File: src/rtl/mem_pkg.sv
// Shared constants for the memory sink and its upstream controller.
package mem_pkg;

    localparam int DEPTH_DEFAULT = 4;
    localparam int DW_DEFAULT    = 8;

    // Checksum value that, seen at the moment of a dropped byte, raises the bug flag.
    localparam logic [7:0] BUG_CHECKSUM = 8'hA5;

    localparam int COV_FULL      = 0;
    localparam int COV_FULL_PASS = 1;
    localparam int COV_WRAP      = 2;

endpackage

File: src/rtl/mem_sink.sv
// Byte sink FIFO for a producer without backpressure: drops on overflow, keeps an
// XOR checksum of accepted bytes and a few sticky coverage / fault flags.
module mem_sink
    import mem_pkg::*;
#(
    parameter int DEPTH = DEPTH_DEFAULT,
    parameter int DW    = DW_DEFAULT
) (
    input  logic                   clock,
    input  logic                   reset,
    input  logic                   in_valid,
    input  logic [DW-1:0]          in_data,
    input  logic                   deq_ready,
    output logic                   deq_valid,
    output logic [DW-1:0]          deq_data,
    output logic [$clog2(DEPTH):0] count,
    output logic                   overflow,
    output logic [DW-1:0]          checksum,
    output logic [2:0]             coverage,
    output logic                   bug
);

    localparam int AW = $clog2(DEPTH);
    localparam int CW = AW + 1;

    localparam logic [CW-1:0] FULL_CNT = CW'(DEPTH);
    localparam logic [AW-1:0] LAST_IDX = AW'(DEPTH - 1);
    localparam logic [DW-1:0] BUG_CMP  = DW'(BUG_CHECKSUM);

    logic [DW-1:0] mem_q [DEPTH];
    logic [DW-1:0] mem_d [DEPTH];
    logic [AW-1:0] wr_ptr_q, wr_ptr_d;
    logic [AW-1:0] rd_ptr_q, rd_ptr_d;
    logic [CW-1:0] count_q, count_d;
    logic [DW-1:0] checksum_q, checksum_d;
    logic          overflow_q, overflow_d;
    logic [2:0]    coverage_q, coverage_d;
    logic          bug_q, bug_d;

    logic full_s;
    logic nonempty_s;
    logic deq_fire_s;
    logic enq_fire_s;
    logic drop_s;

    // Handshake qualification; a full FIFO still accepts when the head leaves this cycle.
    always_comb begin
        full_s     = (count_q == FULL_CNT);
        nonempty_s = (count_q != {CW{1'b0}});
        deq_fire_s = nonempty_s && deq_ready;
        enq_fire_s = in_valid && (!full_s || deq_fire_s);
        drop_s     = in_valid && full_s && !deq_fire_s;
    end

    // Next-state for pointers, occupancy, checksum and sticky flags.
    always_comb begin
        wr_ptr_d   = wr_ptr_q;
        rd_ptr_d   = rd_ptr_q;
        count_d    = count_q;
        checksum_d = checksum_q;
        overflow_d = overflow_q;
        coverage_d = coverage_q;
        bug_d      = bug_q;

        if (enq_fire_s) begin
            wr_ptr_d   = wr_ptr_q + AW'(1);
            checksum_d = checksum_q ^ in_data;
        end else begin
            wr_ptr_d   = wr_ptr_q;
        end

        if (deq_fire_s) begin
            rd_ptr_d = rd_ptr_q + AW'(1);
        end else begin
            rd_ptr_d = rd_ptr_q;
        end

        case ({enq_fire_s, deq_fire_s})
            2'b10:   count_d = count_q + CW'(1);
            2'b01:   count_d = count_q - CW'(1);
            default: count_d = count_q;
        endcase

        // The bug check looks at the checksum as it stood before the dropped byte.
        if (drop_s) begin
            overflow_d = 1'b1;
            bug_d      = bug_q || (checksum_q == BUG_CMP);
        end else begin
            overflow_d = overflow_q;
            bug_d      = bug_q;
        end

        if (count_d == FULL_CNT) begin
            coverage_d[COV_FULL] = 1'b1;
        end else begin
            coverage_d[COV_FULL] = coverage_q[COV_FULL];
        end

        if (enq_fire_s && deq_fire_s && full_s) begin
            coverage_d[COV_FULL_PASS] = 1'b1;
        end else begin
            coverage_d[COV_FULL_PASS] = coverage_q[COV_FULL_PASS];
        end

        if (enq_fire_s && (wr_ptr_q == LAST_IDX)) begin
            coverage_d[COV_WRAP] = 1'b1;
        end else begin
            coverage_d[COV_WRAP] = coverage_q[COV_WRAP];
        end
    end

    // Storage write path; contents survive reset since occupancy alone defines validity.
    always_comb begin
        mem_d = mem_q;
        if (enq_fire_s) begin
            mem_d[wr_ptr_q] = in_data;
        end else begin
            mem_d = mem_q;
        end
    end

    // Control state register with synchronous reset taking priority over traffic.
    always_ff @(posedge clock) begin
        if (reset) begin
            wr_ptr_q   <= {AW{1'b0}};
            rd_ptr_q   <= {AW{1'b0}};
            count_q    <= {CW{1'b0}};
            checksum_q <= {DW{1'b0}};
            overflow_q <= 1'b0;
            coverage_q <= 3'b000;
            bug_q      <= 1'b0;
        end else begin
            wr_ptr_q   <= wr_ptr_d;
            rd_ptr_q   <= rd_ptr_d;
            count_q    <= count_d;
            checksum_q <= checksum_d;
            overflow_q <= overflow_d;
            coverage_q <= coverage_d;
            bug_q      <= bug_d;
        end
    end

    // Storage array register.
    always_ff @(posedge clock) begin
        mem_q <= mem_d;
    end

    // Head entry is presented combinationally and forced to zero when empty.
    always_comb begin
        deq_valid = nonempty_s;
        if (nonempty_s) begin
            deq_data = mem_q[rd_ptr_q];
        end else begin
            deq_data = {DW{1'b0}};
        end
    end

    assign count    = count_q;
    assign overflow = overflow_q;
    assign checksum = checksum_q;
    assign coverage = coverage_q;
    assign bug      = bug_q;

endmodule

File: config.mk
export PLATFORM = sky130hd
export DESIGN_NAME = mem_sink
export DESIGN_NICKNAME = d
export VERILOG_FILES = /design/src/rtl/mem_pkg.sv /design/src/rtl/mem_sink.sv
export SDC_FILE = /design/constraint.sdc
export NUM_CORES = 1
export LEC_CHECK = 0
export ABC_AREA = 1
export BUFFER_PORTS_ARGS = -buffer_cell sky130_fd_sc_hd__buf_2
export CORE_MARGIN = 1.5
export CORE_UTILIZATION = 46
export CTS_BUF_LIST = sky130_fd_sc_hd__clkbuf_8
export CTS_CLUSTER_SIZE = 30
export DETAILED_ROUTE_END_ITERATION = 10
export PLACE_DENSITY = 0.75
export SLEW_MARGIN = 15
export SYNTH_ARGS = -nofsm -noshare
export SYNTH_HDL_FRONTEND = slang
export SYNTH_SLANG_ARGS = --single-unit
export TNS_END_PERCENT = 5
File: constraint.sdc
create_clock -name clock -period 3.44 [get_ports clock]
set_clock_uncertainty 0.1 [all_clocks]
set_input_delay 0.172 -clock clock [delete_from_list [all_inputs] [get_ports clock]]
set_output_delay 0.172 -clock clock [all_outputs]
set_load 0.005 [all_outputs]
Word-level counts from Yosys, hierarchy flattened
Index checks and enable logic that the tools add are counted.
Widths: inputs -> output; s select.

storage, ports and cells
  register bits after elaboration = 52
  input port bits = 12
  output and inout bits = 25
  word-level logic and storage cells = 50

operators by class
  $add $sub $neg = 4
  $lt $le $gt $ge = 3
  equal/unequal tests = 6
  multiplexer cells = 8
  bitwise gates (word level) = 3
  reductions and logical operators = 13

operators by type and width
  operator             count
  $bwmux 32            1
  $mux 8               4
  $bmux 8 s2           1
  $demux 8 s2          1
  $eq 8x8->1 const B   1
  $logic_and 1x1->1    8
  $xor 8x8->8          1
  $eq 3x3->1 const B   2
  $ge 3x3->1 const B   2
  $not 2->3            2
  $pmux 3 s2           1
  $add 2x1->2 const B  2
  $eq 2x2->1 const B   2
  $add 3x1->3 const B  1
  $lt 3x1->1 const B   1
  $reduce_bool 3->1    1
  $sub 3x1->3 const B  1
  $eq 2x1->1 const B   1
  $logic_not 1->1      2
  $logic_or 1x1->1     2

Logic depth before layout (Yosys ltp)
  word-level depth = 7
  gate-level depth with buffers = 14
  gate-level depth less buffers = 14

Worst setup path after synthesis
Ideal clock, no wire load.

  kind = register to register
  start point = register count_q[0], in the netlist count[0]
  end point = register coverage_q[0], in the netlist coverage[0]
  setup time = 0.113 ns
  data arrival time = 1.852 ns
  required time = 3.227 ns
  path slack = 1.375 ns
  cell stages (with the launch flop) = 12
  path buffers = 1
  period minus slack after synthesis = 2.065 ns
  cell sequence = dfxtp_1 > nor2_4 > nand3_4 > nand2_4 > buf_12 > ha_1 > inv_1 > fa_1 > o21ai_0 > nor2_1 > nand3_1 > nand2_1

on the way
  longest elaborated chain between the ends = 7
  elaborated cells between the ends (all ways) = 12
  classes of those cells = add/sub: 2; eq/ne: 4; mux: 1; reduce/logical: 5

ends and longest elaborated chain
  element                                                      RTL line                        text
  from (decl)                                                  mem_sink.sv:34                  logic [CW-1:0] count_q, count_d;
  from (signal assigned)                                       mem_sink.sv:127                 count_q <= {CW{1'b0}};
  from (signal assigned)                                       mem_sink.sv:135                 count_q <= count_d;
  $eq 3x3->1 / $reduce_bool 3->1 (equally long branches)       mem_sink.sv:48, mem_sink.sv:49
  $logic_not 1->1 / $logic_and 1x1->1 (equally long branches)  mem_sink.sv:51, mem_sink.sv:50
  $logic_or 1x1->1                                             mem_sink.sv:51                  enq_fire_s = in_valid && (!full_s || deq_fire_s);
  $logic_and 1x1->1                                            mem_sink.sv:51
  $eq 2x1->1 / $eq 2x2->1 (equally long branches)              mem_sink.sv:78                  case ({enq_fire_s, deq_fire_s})
  $pmux 3 s2 (*)                                               mem_sink.sv:78
  $eq 3x3->1 (*)                                               mem_sink.sv:93                  if (count_d == FULL_CNT) begin
  to (signal assigned)                                         mem_sink.sv:138                 coverage_q <= coverage_d;
  to (decl)                                                    mem_sink.sv:37                  logic [2:0] coverage_q, coverage_d;

Mark *: on every way between the ends. The rest lies on a longest branch, timed or not.
A chain may end at the register's enable or synchronous reset.

Worst setup path in the final report
  start point = register rd_ptr_q[1]
  end point = output deq_data[5]

on the way
  longest elaborated chain between the ends = 5

ends and longest elaborated chain
  element                                     RTL line         text
  from (decl)                                 mem_sink.sv:33   logic [AW-1:0] rd_ptr_q, rd_ptr_d;
  from (signal assigned)                      mem_sink.sv:126  rd_ptr_q <= {AW{1'b0}};
  from (signal assigned)                      mem_sink.sv:134  rd_ptr_q <= rd_ptr_d;
  $not 2->3 (implied by the code)             mem_sink.sv:152  deq_data = mem_q[rd_ptr_q];
  $bmux 8 s2                                  mem_sink.sv:152
  $mux 8 (implied by the code) (2 in series)  mem_sink.sv:152
  $mux 8                                      mem_sink.sv:151  if (nonempty_s) begin
  to (decl)                                   mem_sink.sv:15   output logic [DW-1:0] deq_data,

No other way between the ends. The select of a mux whose other input is x is not followed.

==> reports/metrics.cfg <==
[status]
status=finished clean

[synthesis]
synth_cell_types=28
async_reset_ff_share_pct=0
synth_area_leader_cell=edfxtp_1
synth.area.top_cells=edfxtp_1, dfxtp_1, nor2_1
syn-num-nets=249
yosysTopAreaCellShare_pct=41.4
synthesis.area_mm2=0.00232
synth_cells=230
syn_area_per_cell_um2=10.1
synthFlopType=edfxtp_1
yosysMostFrequentCell=nor2_1
ys_seq_elements=52
ys_warn_count=0
synth_common_cells=nor2_1, edfxtp_1, inv_1
synth_edf_count=32
seq_area_frac_synth_pct=58.6

[critical_path]
startpoint_type=register
critical-path-top-delay-family=flip-flops
cp_num_buf_inv=2
crit_start=rd_ptr_q[1]$_SDFFE_PP0P_
max_stage_delay_ps=610
cpMaxStageDelayCell=dfxtp_1
cp.arrival_ps=1950
cp_cell_sequence=clkinv_1, nor2_1, o21ai_0, a21oi_1, buf_2
r2r_start=count[0]$_SDFF_PP0_
r2r_cells=10
r2r_setup_slack_ps=1240
crit_path_max_fanout=11
worstPathRequired_ps=3170
crit_type=reg2out
end_kind=output pin
r2r_end=coverage[0]$_SDFFE_PP0N_

[pwr]
power_density_mw_per_mm2=631
vdd_drop_max_uv=320
p_leak_nw=1.12

[global_route]
gr-usage-met1_pct=24.9
use_met2_pct=30.7
antenna_found_initial=0
grt_pass1_vias=1546
grtUsageTotal_pct=19.3
met3_usage_pct=5.15
grt_max_degree=20
grt_pass1_wl_um=7720
busiest_layer=met2
grt_remaining_overflow=0

[timing]
max_freq_mhz=451
setup_tns_ps=0
rsz0062_at_grt=no
period_share_pct=64.5
hold_viol=0
max_slew_margin_pct=40.8
fin_crit_ps=2220
slew_violations=0
setup_viol=0
hold_ws_ps=23.8
tightest_slew_ps=885

[floorplanning]
dieArea_mm2=0.00549
die_x_um=74.1
rows=25
io_pins=37
core-area_mm2=0.00479
die-height_um=74.1
initial_core_util_pct=48.5

[clocking]
cts_resized=0
clockRootBuffer=clkbuf_8
htree_levels=2
clk_pin_slew_ps=100
postCtsHoldBufs=2
post_cts_buffers=0
clock_path_buffers=2
clock_sinks=52
clock_latency_ps=300
cts_tree=done
cts_buffers=5

[drt]
routed_via_density=4.95
drc=0
wl_per_cell_um=14.3
first_iter_violations=129
ant_nets=0
first_pass_iters=4
wl_um=4810
vias=1664

[cells_and_area]
fillers=431
n_antenna_cell=0
nNetsFinal=287
finish.instance_area_mm2=0.00267
drive_above_1_share_pct=21.9
area_growth_pct=14.7
utilization_pct=55.7

[flow_run]
max_cap_violations=0

[min_path]
min_from=in_data[1]
hold_path_class=in2reg
hold_end=mem_q[1]$_DFFE_PP_
min_path_cells=1

[place]
gp_congestion=0.844
io_buffers=36
dpl-instance-area_mm2=0.00252
dp_hpwl_um=3250

area by class of cell:
cell class	count	area, um^2	share of cell area (%)
clock buffer	5	68.8	2.58
clock inverter	3	42.5	1.60
inverter	26	97.6	3.66
multi-input combinational	144	801	30.0
sequential	52	1360	51.1
tap	67	83.8	3.15
timing repair buffer	39	210	7.89
per-layer routing:
| metal | routed length (um) | part of all wire [%] | vias up |
|---|---|---|---|
| li1 | - | - | 830 |
| met1 | 2190 | 46 | 778 |
| met2 | 2320 | 48 | 49 |
| met3 | 219 | 4.6 | 7 |
| met4 | 82 | 1.7 | 0 |
| met5 | 0 | 0 | - |
logic make-up (layout without fill, tap and decap cells):
logic type,after synthesis,in the layout,synth area share [%]
compound gates,44,44,10.6
xor+xnor,9,9,3.39
fa+ha+maj,7,7,4.09
buf+inv,34,73,6.95
flops,52,52,58.6
simple gates,84,84,16.4
report_power, final:
part | switching (mW) | total (mW) | internal, mW
logic | 0.281 | 0.459 | 0.179
clock network | 0.205 | 0.422 | 0.217
registers | 0.0748 | 0.800 | 0.725
worst max-delay path by stage:
stage	to	slack [ps]	cells after the start
final	deq_data[5]	1220	5
after detailed placement	coverage[0]$_SDFFE_PP0N_	1250	10
after CTS	deq_data[5]	1200	5
after global placement	coverage[0]$_SDFFE_PP0N_	1290	10
after global routing	coverage[0]$_SDFFE_PP0N_	1040	10
after floorplan	coverage[0]$_SDFFE_PP0N_	1370	11
state kept, by name, indices dropped and copies added (netlist names):
register	count
count	3
bug	1
overflow	1
rd_ptr_q	2
coverage	3
wr_ptr_q	2
mem_q	32
checksum	8
layout by cell type (no fill, tap or decap), drive strengths merged, types with 3 or more instances in the layout:
cell,Yosys,final
nor2,48,48
buf,5,36
edfxtp,32,32
inv,25,27
a21oi,22,22
o21ai,21,21
nand2,21,21
dfxtp,20,20
nand3,12,12
xor2,8,8
ha,6,6
clkbuf,3,5
dlygate4sd3,0,3
stage by stage:
step	power (mW)	setup WS [ps]	instances
2_1_floorplan	1.11	1370	230
3_3_place_gp	1.25	1290	325
3_5_place_dp	1.27	1250	325
4_1_cts	1.69	1200	335
5_1_grt	1.79	1040	336
6_report	1.68	1220	336
No activity file was read; power rests on OpenSTA's default activity.
